[src/rtl/d_driver_mb.sv]
// d_driver_mb: SD DAT-line block mover between the card bus and the block buffer.
// Handles 1- or 4-bit buses, configurable block length, multi-block transfers,
// read start-bit timeout and the write CRC-status token / busy handshake.
module d_driver_mb #(
  parameter int BUS_W      = 4,
  parameter int BLK_LEN    = 512,
  parameter int MAX_BLOCKS = 8,
  parameter int TIMEOUT    = 100000,
  parameter int ADDR_W     = 13
) (
  input  logic              iclk,
  input  logic              irst,
  input  logic [BUS_W-1:0]  idata_sd,
  output logic [BUS_W-1:0]  odata_sd,
  output logic              ooe_sd,
  input  logic              istart_read,
  input  logic              istart_write,
  input  logic [3:0]        inblocks,
  output logic [ADDR_W-1:0] oaddr,
  output logic [BUS_W-1:0]  owdata,
  output logic              owrite_en,
  input  logic [BUS_W-1:0]  irdata,
  output logic              ocrc_fail,
  output logic              otimeout,
  output logic              obusy,
  output logic              odone
);

  // Data beats per block, and a counter wide enough for beats or timeouts.
  localparam int W        = BLK_LEN * 8 / BUS_W;
  localparam int CNT_MAX0 = (W > TIMEOUT) ? W : TIMEOUT;
  localparam int CNT_MAX  = (CNT_MAX0 > 16) ? CNT_MAX0 : 16;
  localparam int CW       = $clog2(CNT_MAX + 1);

  typedef enum logic [3:0] {
    IDLE, RD_WAIT, RD_DATA, RD_CRC, RD_END,
    WR_PRE, WR_START, WR_DATA, WR_CRC, WR_END,
    WR_STAT_WAIT, WR_STAT, WR_BUSY, DONE
  } state_t;

  state_t                 state, state_next;
  logic [CW-1:0]          cnt;
  logic [3:0]             nblk;
  logic [3:0]             nblk_start;
  logic [BUS_W-1:0][15:0] crc;
  logic [2:0]             stat;
  logic                   to_hit;
  logic                   beat_last;
  logic                   crc_last;
  logic                   stat_ok;

  // One CRC16 (x^16+x^12+x^5+1) step for a single DAT line.
  function automatic logic [15:0] crc16_step(input logic [15:0] c, input logic b);
    crc16_step = {c[14:0], 1'b0} ^ (((b ^ c[15]) != 1'b0) ? 16'h1021 : 16'h0000);
  endfunction

  assign to_hit    = (cnt == CW'(TIMEOUT - 1));
  assign beat_last = (cnt == CW'(W - 1));
  assign crc_last  = (cnt == CW'(15));
  assign stat_ok   = (stat == 3'b010) && idata_sd[0];

  // Block count latched at start: zero means one block, large values clamp.
  always_comb begin
    nblk_start = inblocks;
    if (inblocks == 4'd0)
      nblk_start = 4'd1;
    else if (int'(inblocks) > MAX_BLOCKS)
      nblk_start = 4'(MAX_BLOCKS);
  end

  // State register.
  always_ff @(posedge iclk or posedge irst) begin
    if (irst) state <= IDLE;
    else      state <= state_next;
  end

  // Next-state logic for both read and write sequences.
  always_comb begin
    state_next = state;
    case (state)
      IDLE: begin
        if (istart_read)       state_next = RD_WAIT;
        else if (istart_write) state_next = WR_PRE;
      end
      RD_WAIT: begin
        if (idata_sd == '0) state_next = RD_DATA;
        else if (to_hit)    state_next = DONE;
      end
      RD_DATA:  if (beat_last) state_next = RD_CRC;
      RD_CRC:   if (crc_last)  state_next = RD_END;
      RD_END: begin
        if (ocrc_fail || (idata_sd != '1) || (nblk <= 4'd1)) state_next = DONE;
        else                                                  state_next = RD_WAIT;
      end
      WR_PRE:   if (cnt == CW'(1)) state_next = WR_START;
      WR_START: state_next = WR_DATA;
      WR_DATA:  if (beat_last) state_next = WR_CRC;
      WR_CRC:   if (crc_last)  state_next = WR_END;
      WR_END:   state_next = WR_STAT_WAIT;
      WR_STAT_WAIT: begin
        if (!idata_sd[0]) state_next = WR_STAT;
        else if (to_hit)  state_next = DONE;
      end
      WR_STAT: begin
        if (cnt == CW'(3)) state_next = stat_ok ? WR_BUSY : DONE;
      end
      WR_BUSY: begin
        if (idata_sd[0])  state_next = (nblk > 4'd1) ? WR_PRE : DONE;
        else if (to_hit)  state_next = DONE;
      end
      DONE:     state_next = IDLE;
      default:  state_next = IDLE;
    endcase
  end

  // Bus-facing outputs and status strobes decoded from the current state.
  always_comb begin
    odata_sd = '1;
    ooe_sd   = 1'b0;
    case (state)
      WR_PRE:   ooe_sd = 1'b1;
      WR_START: begin ooe_sd = 1'b1; odata_sd = '0; end
      WR_DATA:  begin ooe_sd = 1'b1; odata_sd = irdata; end
      WR_CRC: begin
        ooe_sd = 1'b1;
        for (int l = 0; l < BUS_W; l++) odata_sd[l] = crc[l][15];
      end
      WR_END:   ooe_sd = 1'b1;
      default:  ;
    endcase
    obusy = (state != IDLE) && (state != DONE);
    odone = (state == DONE);
  end

  // Datapath: counters, buffer addressing, per-line CRC and error flags.
  always_ff @(posedge iclk or posedge irst) begin
    if (irst) begin
      cnt       <= '0;
      nblk      <= '0;
      crc       <= '0;
      stat      <= '0;
      oaddr     <= '0;
      owdata    <= '0;
      owrite_en <= 1'b0;
      ocrc_fail <= 1'b0;
      otimeout  <= 1'b0;
    end else begin
      cnt       <= (state_next != state) ? '0 : cnt + CW'(1);
      owrite_en <= (state == RD_DATA);
      if (owrite_en) oaddr <= oaddr + ADDR_W'(1);
      case (state)
        IDLE: begin
          if (istart_read || istart_write) begin
            nblk      <= nblk_start;
            ocrc_fail <= 1'b0;
            otimeout  <= 1'b0;
            oaddr     <= '0;
          end
        end
        RD_WAIT: begin
          crc <= '0;
          if (to_hit && (idata_sd != '0)) otimeout <= 1'b1;
        end
        RD_DATA: begin
          owdata <= idata_sd;
          for (int l = 0; l < BUS_W; l++) crc[l] <= crc16_step(crc[l], idata_sd[l]);
        end
        RD_CRC: begin
          for (int l = 0; l < BUS_W; l++) begin
            if (idata_sd[l] != crc[l][15]) ocrc_fail <= 1'b1;
            crc[l] <= {crc[l][14:0], 1'b0};
          end
        end
        RD_END: begin
          if (idata_sd != '1) ocrc_fail <= 1'b1;
          nblk <= nblk - 4'd1;
        end
        WR_PRE:   crc <= '0;
        WR_START: oaddr <= oaddr + ADDR_W'(1);
        WR_DATA: begin
          for (int l = 0; l < BUS_W; l++) crc[l] <= crc16_step(crc[l], irdata[l]);
          if (!beat_last) oaddr <= oaddr + ADDR_W'(1);
        end
        WR_CRC: begin
          for (int l = 0; l < BUS_W; l++) crc[l] <= {crc[l][14:0], 1'b0};
        end
        WR_STAT_WAIT: begin
          if (to_hit && idata_sd[0]) otimeout <= 1'b1;
        end
        WR_STAT: begin
          if (cnt == CW'(3)) begin
            if (!stat_ok) ocrc_fail <= 1'b1;
          end else begin
            stat <= {stat[1:0], idata_sd[0]};
          end
        end
        WR_BUSY: begin
          if (idata_sd[0]) nblk <= nblk - 4'd1;
          else if (to_hit) otimeout <= 1'b1;
        end
        default: ;
      endcase
    end
  end

endmodule

[config.mk]
export PLATFORM = sky130hd
export DESIGN_NAME = d_driver_mb
export DESIGN_NICKNAME = d
export VERILOG_FILES = /design/src/rtl/d_driver_mb.sv
export SDC_FILE = /design/constraint.sdc
export NUM_CORES = 1
export LEC_CHECK = 0
export CAP_MARGIN = 20
export CORE_AREA = 2 2 107 109
export CTS_CLUSTER_DIAMETER = 120
export DETAILED_ROUTE_END_ITERATION = 12
export DIE_AREA = 0 0 109 111
export GPL_TIMING_DRIVEN = 0
export HOLD_SLACK_MARGIN = 0.06
export MAX_ROUTING_LAYER = met4
export PLACE_DENSITY = 0.75
export SYNTH_ARGS = -nofsm -noshare
export SYNTH_HDL_FRONTEND = slang
export SYNTH_SLANG_ARGS = --single-unit
[constraint.sdc]
create_clock -name iclk -period 4.4 [get_ports iclk]
set_input_delay 0.44 -clock iclk [delete_from_list [all_inputs] [get_ports iclk]]
set_output_delay 0.44 -clock iclk [all_outputs]
set_load 0.02 [all_outputs]
; Word level (Yosys, flattened, before mapping)
; Cells that the tools add are included.
[totals]
regBits = 112
latch_bits = 0
mem_bits_rw = 0
rom_bits = 0
inputBits = 16
output_inout_bits = 27
elab_cells = 146
mem_count = 0
[classes]
add_sub_neg = 3
mul = 0
n_div = 0
order_cmp = 3
n_eq_ne = 36
shifts = 0
muxes = 51
bitwise_logic = 17
n_reduce_logical = 23
[ops]
columns = cell, n
row1 = 64-bit one-hot mux with 4 select lines, 1
row2 = 13-bit 2-to-1 mux, 11
row3 = 16-bit by 13-bit XOR with 16-bit output, 8
row4 = 4-bit 2-to-1 mux, 18
row5 = 4-bit one-hot mux with 13 select lines, 1
row6 = 13-bit one-hot mux with 3 select lines, 1
row7 = "4-bit == test, second input constant", 6
row8 = 4-bit one-hot mux with 3 select lines, 2
row9 = 4-bit nonzero test, 5
row10 = "2-bit != test, second input constant", 9
row11 = "17-bit by 1-bit adder with 17-bit output, second input constant", 1
row12 = "17-bit by 1-bit == test with 1-bit output, second input constant", 1
row13 = "17-bit by 10-bit == test with 1-bit output, second input constant", 1
row14 = "17-bit == test, second input constant", 1
row15 = "17-bit by 2-bit == test with 1-bit output, second input constant", 1
row16 = "17-bit by 4-bit == test with 1-bit output, second input constant", 1
row17 = 17-bit 2-to-1 mux, 1
row18 = "4-bit by 3-bit == test with 1-bit output, second input constant", 4
row19 = 1-bit 2-to-1 mux, 14
row20 = "13-bit by 1-bit adder with 13-bit output, second input constant", 1
row21 = 4-bit zero test, 3
row22 = 6-bit AND reduction, 2
row23 = "4-bit by 2-bit == test with 1-bit output, second input constant", 2
row24 = "4-bit != test, second input constant", 2
row25 = other kinds (19), 36

; Longest topological paths before layout
; Gate-level depths: netlist (run 1).
[depth]
word_depth = 7
ltp_mapped = 10

; Worst setup path after synthesis (run 1)
; Ideal clock, no wire load.
[synth_timing]
path_kind = register to register
from = register cnt[0]
to = register cnt[0]
setup_ns = 0.080
t_arrival_ns = 2.282
setup_slack_ns = 2.038
stages_incl_launch_ff = 11
path_buffers = 2
synth_period_minus_slack_ns = 2.362
path_cell_list = dfrtp_1 -> ha_1 -> and4_4 -> and4_1 -> buf_6 -> nand3_1 -> o21ai_1 -> or3_1 -> o41a_1 -> buf_6 -> nor3b_2
[synth_via]
elab_chain_cells = 6
elab_cells_between_ends = 19
cone_classes = 1 x add/sub / 6 x eq/ne / 12 x mux
[synth_lines]
columns = element, line
row1 = "start, declared", 42  ; logic [CW-1:0] cnt;
row2 = "start signal, assigned", 148  ; cnt <= (state_next != state) ? '0 : cnt + CW'(1);
row3 = 17-bit == test, 57  ; assign to_hit = (cnt == CW'(TIMEOUT - 1));
row4 = 4-bit 2-to-1 mux, "87, 102, 109"
row5 = "4-bit 2-to-1 mux, on equally long branches", "108, 101, 86"
row6 = 4-bit one-hot mux with 13 select lines (*), 80  ; case (state)
row7 = via state_next[3], 41  ; state_t state, state_next;
row8 = 4-bit != test (*), 148
row9 = 17-bit 2-to-1 mux (*), 148
; The timed path passes the listed nets; every way through them passes the cells marked *.
; A chain may end at the register's enable or synchronous reset.

; Worst setup path after layout (run 1)
[layout_timing]
from = register state[0]
to = output obusy
[layout_via]
elab_chain_cells = 2
elab_cells_between_ends = 3
cone_classes = 1 x eq/ne / 2 x reduce/logical
[layout_lines]
columns = element, line
row1 = "start, declared", 41
row2 = "start signal, assigned", 74  ; else state <= state_next;
row3 = 4-bit != test / 4-bit nonzero test (equally long branches), 131  ; obusy = (state != IDLE) && (state != DONE);
row4 = 1-bit logical AND (*), 131
row5 = "end, declared", 25  ; output logic obusy,
; Mark *: on every way between the ends. The rest lies on a longest branch, timed or not.

==> impl_metrics.tcl, run 1 <==
set metrics [dict create \
    status "finished clean" \
    layout_min_cycle_time_ns 3.27 \
    final_common_cell "nand2_1" \
    syn_avg_cell_area_um2 8.83 \
    hpwl_um 10500 \
    holdCritPathClass "in2reg" \
    drc 0 \
    syn_inst 678 \
    r2r-end "cnt[13]" \
    synthFlopType "dfrtp_1" \
    cp_data_required_time_ns 3.96 \
    die-area_mm2 0.0121 \
    drtAntennaViolNets 0 \
    pin_count 43 \
    worst_slack_ns 1.13 \
    drtPass1Iterations 5 \
    hold_start "idata_sd[3]" \
    drive_above_1_share_pct 8.57 \
    grt_pass1_wl_um 24200 \
    vdd_drop_max_mv 0.394 \
    finalMaxSlewViolations 0 \
    p_leak_uw 0.00297 \
    synth_compound_area_share_pct 17.0 \
    startpoint "state[0]" \
    final_cells 878 \
    critPathTopFamily "buffers and inverters" \
    cts_resized 0 \
    power.total_uw 4700 \
    synth_edf_count 0 \
    grt_max_degree 64 \
    num_vias 5180 \
    antenna_found_initial 0 \
    p_per_area_mw_per_mm2 684 \
    yosys_warnings 0 \
    r2r_slack_ns 1.58 \
    max-clock-path-buffers 2 \
    rows 39 \
    root_buffer "clkbuf_16" \
    placed_cells 862 \
    overflow 0 \
    drt-total-wl_um 14600 \
    cap_violations 0 \
    yosysSeqAreaShare_pct 46.8 \
    synth_fa_ha_area_share_pct 1.04 \
    nets 751 \
    syn_nets 699 \
    worstSetupPathType "reg2out" \
    clkLatencyLatePin_ns 0.36 \
    fin_crit_sh_pct 74.3 \
    pre_cts_slack_ns 1.32 \
    fmax_mhz 306 \
    synth_cell_types 68 \
    fp.dieW_um 109 \
    finalClockSkew_ns 0.00680 \
    synth_xor_area_share_pct 3.51 \
    place_congestion 0.952 \
    setup_viol 0 \
    numPortBuffers 39 \
    coreArea_mm2 0.0111 \
    tritoncts "yes" \
    fillers 977 \
    hold_viol 0 \
    tightest_slew_ns 0.714 \
    critPathMaxStageDelay_ns 0.66 \
    cts_max_level 3 \
    grt_usage_pct 26.1 \
    cp-start-kind "flip-flop" \
    yosys.area_share.simple_pct 23.5 \
    clkSinkCount 112 \
    path_max_fanout 10 \
    crit_cells 6 \
    setup_tns_ns 0 \
    syn-cell-area_mm2 0.00599 \
    path_buf_inv 4 \
    cts_setup_buffers 0 \
    dieHeight_um 111 \
    synthArstFlopShare_pct 100 \
    antenna_cells 0 \
    floorplan.initialDensity_pct 54.1 \
    cts_hold_buffers 0 \
    r2r-start "cnt[0]" \
    cts_buffers 9 \
    grt_pass1_vias 4913 \
    wl_per_cell_um 16.6 \
    grt_setup_unrepaired "no" \
    syn_to_final_growth_pct 14.9 \
    layout_common_cells "nand2_1 (150), dfrtp_1 (112), o21ai_0 (86)" \
    crit_end "obusy" \
    via_per_inst 5.90 \
    clkTransAtPathRegs_ns 0.07 \
    rr_worst_depth 8 \
    crit_path_top_delay_cell "clkdlybuf4s50_1" \
    timing.slew.headroom_pct 52.2 \
    synth-seq-cells 112 \
    utilization_pct 62.1 \
    synth_top_family_by_area "simple AND/OR/NAND/NOR gates" \
    crit_chain "buf_2 -> clkbuf_1 -> buf_1 -> nor3_1 -> o21ai_0 -> clkdlybuf4s50_1" \
    endpoint_kind "output pin" \
    arrival_ns 2.83 \
    synth_mux_area_share_pct 3.66 \
    first_iter_violations 384 \
]
## layer usage
metal | vias up | wire length [um] | track usage, %
li1 | 2475 | - | -
met1 | 2556 | 6530 | 32.8
met2 | 126 | 7240 | 42.2
met3 | 23 | 566 | 5.11
met4 | 0 | 257 | 8.29
met5 | - | 0 | -
## how the worst min path moves through the flow
| stage | to | slack, ns | cells past startpoint |
|---|---|---|---|
| finish | owdata[3] | 0.34 | 3 |
| global route | owdata[3] | 0.37 | 3 |
| CTS | owdata[3] | 0.34 | 3 |
| detailed placement | owdata[1] | 0.47 | 2 |
| global placement | owdata[3] | 0.46 | 2 |
| floorplan | crc[10] | 0.45 | 2 |
## metrics by stage
stage / hold slack, ns / area [um2]
global route: 0.366 / 6880
CTS: 0.337 / 6880
floorplan: 0.450 / 5990
detailed placement: 0.468 / 6600
finish: 0.345 / 6880
global placement: 0.457 / 6560
## power breakdown
group / switching, uW / internal, uW
clock network: 387 / 402
logic: 1480 / 874
registers: 205 / 1350
## area by class of cell
cell class | count | area [um2] | area share (%)
multi-input combinational | 508 | 2920 | 42.4
sequential | 112 | 2800 | 40.7
clock inverter | 6 | 43.8 | 0.637
clock buffer | 10 | 239 | 3.47
timing repair buffer | 41 | 425 | 6.19
buffer | 43 | 210 | 3.06
inverter | 15 | 58.8 | 0.855
tap | 143 | 179 | 2.60
## registers in the layout, summed over array words and instances, names as in the netlist
signal	cells
crc	64
cnt	17
oaddr	13
nblk	4
owdata	4
state	4
stat	3
ocrc_fail	1
otimeout	1
owrite_en	1
## worst min-delay path: stages
cell and delay [ns]:
buf_6 0.11, nand2_1 0.06, nand2_1 0.05
## Yosys cell counts, drive strengths merged (6+ instances only)
| library cell | instances | area [um2] |
|---|---|---|
| nor3 | 12 | 60.1 |
| buf | 24 | 139 |
| a21oi | 21 | 105 |
| nor2 | 33 | 124 |
| nand3 | 26 | 130 |
| mux2i | 14 | 140 |
| nand4 | 6 | 37.5 |
| mux2 | 7 | 78.8 |
| clkbuf | 19 | 71.3 |
| nor3b | 7 | 67.6 |
| xnor2 | 19 | 166 |
| dfrtp | 112 | 2800 |
| o21ai | 87 | 435 |
| nor2b | 9 | 58.8 |
| or3 | 7 | 43.8 |
| and3 | 15 | 93.8 |
| o22a | 7 | 61.3 |
| nand2 | 150 | 563 |
| nor4 | 6 | 58.8 |
| inv | 15 | 56.3 |
## kinds of logic (layout without fill, tap and decap cells)
kind of cell / after synthesis / in the layout
AND/OR/NAND/NOR: 292 / 292
AO/OA/AOI/OAI: 166 / 166
flip-flops: 112 / 112
buffers and inverters: 58 / 115
XOR/XNOR: 24 / 24
multiplexers: 21 / 21
adder cells (fa/ha/maj): 5 / 5
(Power assumes the default switching activity.)
==> inputs of run 2 (changes only) <==
Clock period 4.4 ns to 3.09 ns, I/O delays scaled along.
==> run 2 against run 1 <==
Clock skew up 0.0032 ns. Critical path depth did not move. Final cell count grew 0.23%. First-iteration DRC count up 6.3%. Flip-flop and latch count unchanged. Power rose by 42%. Critical path type unchanged. Critical endpoint unchanged.
==> impl_metrics.tcl, run 2 (synthesized netlist as in run 1, its figures left out) <==
set metrics [dict create \
    status "finished clean" \
    die-area_mm2 0.0121 \
    place_congestion 0.972 \
    path_max_fanout 10 \
    timing.slew.headroom_pct 50.9 \
    drc 0 \
    tritoncts "yes" \
    path_buf_inv 4 \
    cap_violations 0 \
    top_register "crc" \
    drive_above_1_share_pct 8.82 \
    via_per_inst 5.89 \
    first_iter_violations 408 \
    fin_crit_sh_pct 95.2 \
    cts_buffers 9 \
    setup_tns_ns 0 \
    cts_setup_buffers 0 \
    vdd_drop_max_mv 0.576 \
    dieHeight_um 111 \
    layout_min_cycle_time_ns 2.94 \
    critPathMaxStageDelay_ns 0.65 \
    root_buffer "clkbuf_16" \
    crit_chain "buf_2 -> clkbuf_1 -> clkbuf_2 -> nor3_1 -> o21ai_0 -> clkdlybuf4s50_1" \
    clkTransAtPathRegs_ns 0.08 \
    syn_to_final_growth_pct 15.4 \
    hold_viol 0 \
    arrival_ns 2.63 \
    drtPass1Iterations 5 \
    cp_data_required_time_ns 2.78 \
    wl_per_cell_um 16.6 \
    final_common_cell "nand2_1" \
    crit_path_top_delay_cell "clkdlybuf4s50_1" \
    cp-start-kind "flip-flop" \
    fmax_mhz 340 \
    critPathTopFamily "buffers and inverters" \
    r2r_slack_ns 0.41 \
    endpoint_kind "output pin" \
    drt-total-wl_um 14600 \
    worstSetupPathType "reg2out" \
    num_vias 5187 \
    coreArea_mm2 0.0111 \
    grt_setup_unrepaired "no" \
    largest_reg_flops 64 \
    grt_max_degree 45 \
    tightest_slew_ns 0.735 \
    max-clock-path-buffers 2 \
    clkLatencyLatePin_ns 0.36 \
    numPortBuffers 39 \
    p_leak_uw 0.00298 \
    finalMaxSlewViolations 0 \
    setup_viol 0 \
    rows 39 \
    pin_count 43 \
    drtAntennaViolNets 0 \
    nets 753 \
    largest_registers "crc (64), cnt (17), oaddr (13)" \
    antenna_found_initial 0 \
    grt_pass1_wl_um 24700 \
    hpwl_um 10600 \
    grt_usage_pct 26.4 \
    clkSinkCount 112 \
    p_per_area_mw_per_mm2 969 \
    finalClockSkew_ns 0.0100 \
    overflow 0 \
    antenna_cells 0 \
    layout_common_cells "nand2_1 (150), dfrtp_1 (112), o21ai_0 (86)" \
    cts_hold_buffers 0 \
    cts_resized 0 \
    floorplan.initialDensity_pct 54.1 \
    utilization_pct 62.4 \
    grt_pass1_vias 5085 \
    holdCritPathClass "in2reg" \
    cts_max_level 3 \
    fp.dieW_um 109 \
]
run 2: cell type report:
| class | instances | area (um2) |
|---|---|---|
| buffer | 43 | 211 |
| clock buffer | 10 | 229 |
| clock inverter | 6 | 50.0 |
| fill | 946 | 4170 |
| inverter | 15 | 60.1 |
| multi-input combinational | 508 | 2920 |
| sequential | 112 | 2800 |
| tap | 143 | 179 |
| timing repair buffer | 43 | 458 |
run 2: where the power goes:
group	switching [uW]	internal (uW)	total [uW]
registers	295	1920	2220
logic	2110	1250	3360
clock network	558	560	1120
total	2960	3730	6700
run 2: stage by stage:
stage / setup WS (ns) / hold WS (ns) / total power [uW] / instance area [um2] / instances
after floorplan: 0.728 / 0.450 / 4520 / 5990 / 678
after global placement: 0.231 / 0.460 / 5430 / 6560 / 860
after detailed placement: 0.189 / 0.468 / 5570 / 6630 / 864
after CTS: 0.0373 / 0.194 / 6690 / 6910 / 880
after global routing: 0.0503 / 0.219 / 7210 / 6910 / 880
final: 0.147 / 0.198 / 6700 / 6910 / 880
run 2: worst paths after layout:
path | start | to | depth (start not counted)
setup / recovery | state[0] | obusy | 6
hold / removal | idata_sd[3] | owdata[3] | 3
setup reg to reg | cnt[0] | oaddr[8] | 9
hold reg to reg | owdata[3] | owdata[3] | 2
max in group asynchronous | irst | stat[2] | 4
min in group asynchronous | irst | nblk[3] | 2
run 2: worst register-to-register path, cell delays in order, from the launching register on:
cell and delay [ns]:
dfrtp_1 0.44, ha_1 0.28, and4_4 0.21, and4_1 0.19
buf_6 0.13, a31oi_1 0.41, or2_2 0.20, nor2b_1 0.31
a21oi_1 0.13, a311oi_1 0.27
run 2: layer usage:
layer | up-vias | track usage, % | part of all wire, % | routed length, um
met3 | 29 | 3.70 | 3.6 | 520
met2 | 143 | 41.0 | 49 | 7140
li1 | 2486 | - | - | -
met5 | - | - | 0 | 0
met4 | 0 | 10.6 | 2.3 | 343
met1 | 2529 | 34.8 | 45 | 6600
==> inputs of run 3 (changes only) <==
Settings changed: CTS_CLUSTER_SIZE from default to 16.
==> results of run 3 <==
No change in the layout: final DEF, timing and power equal those of run 2.
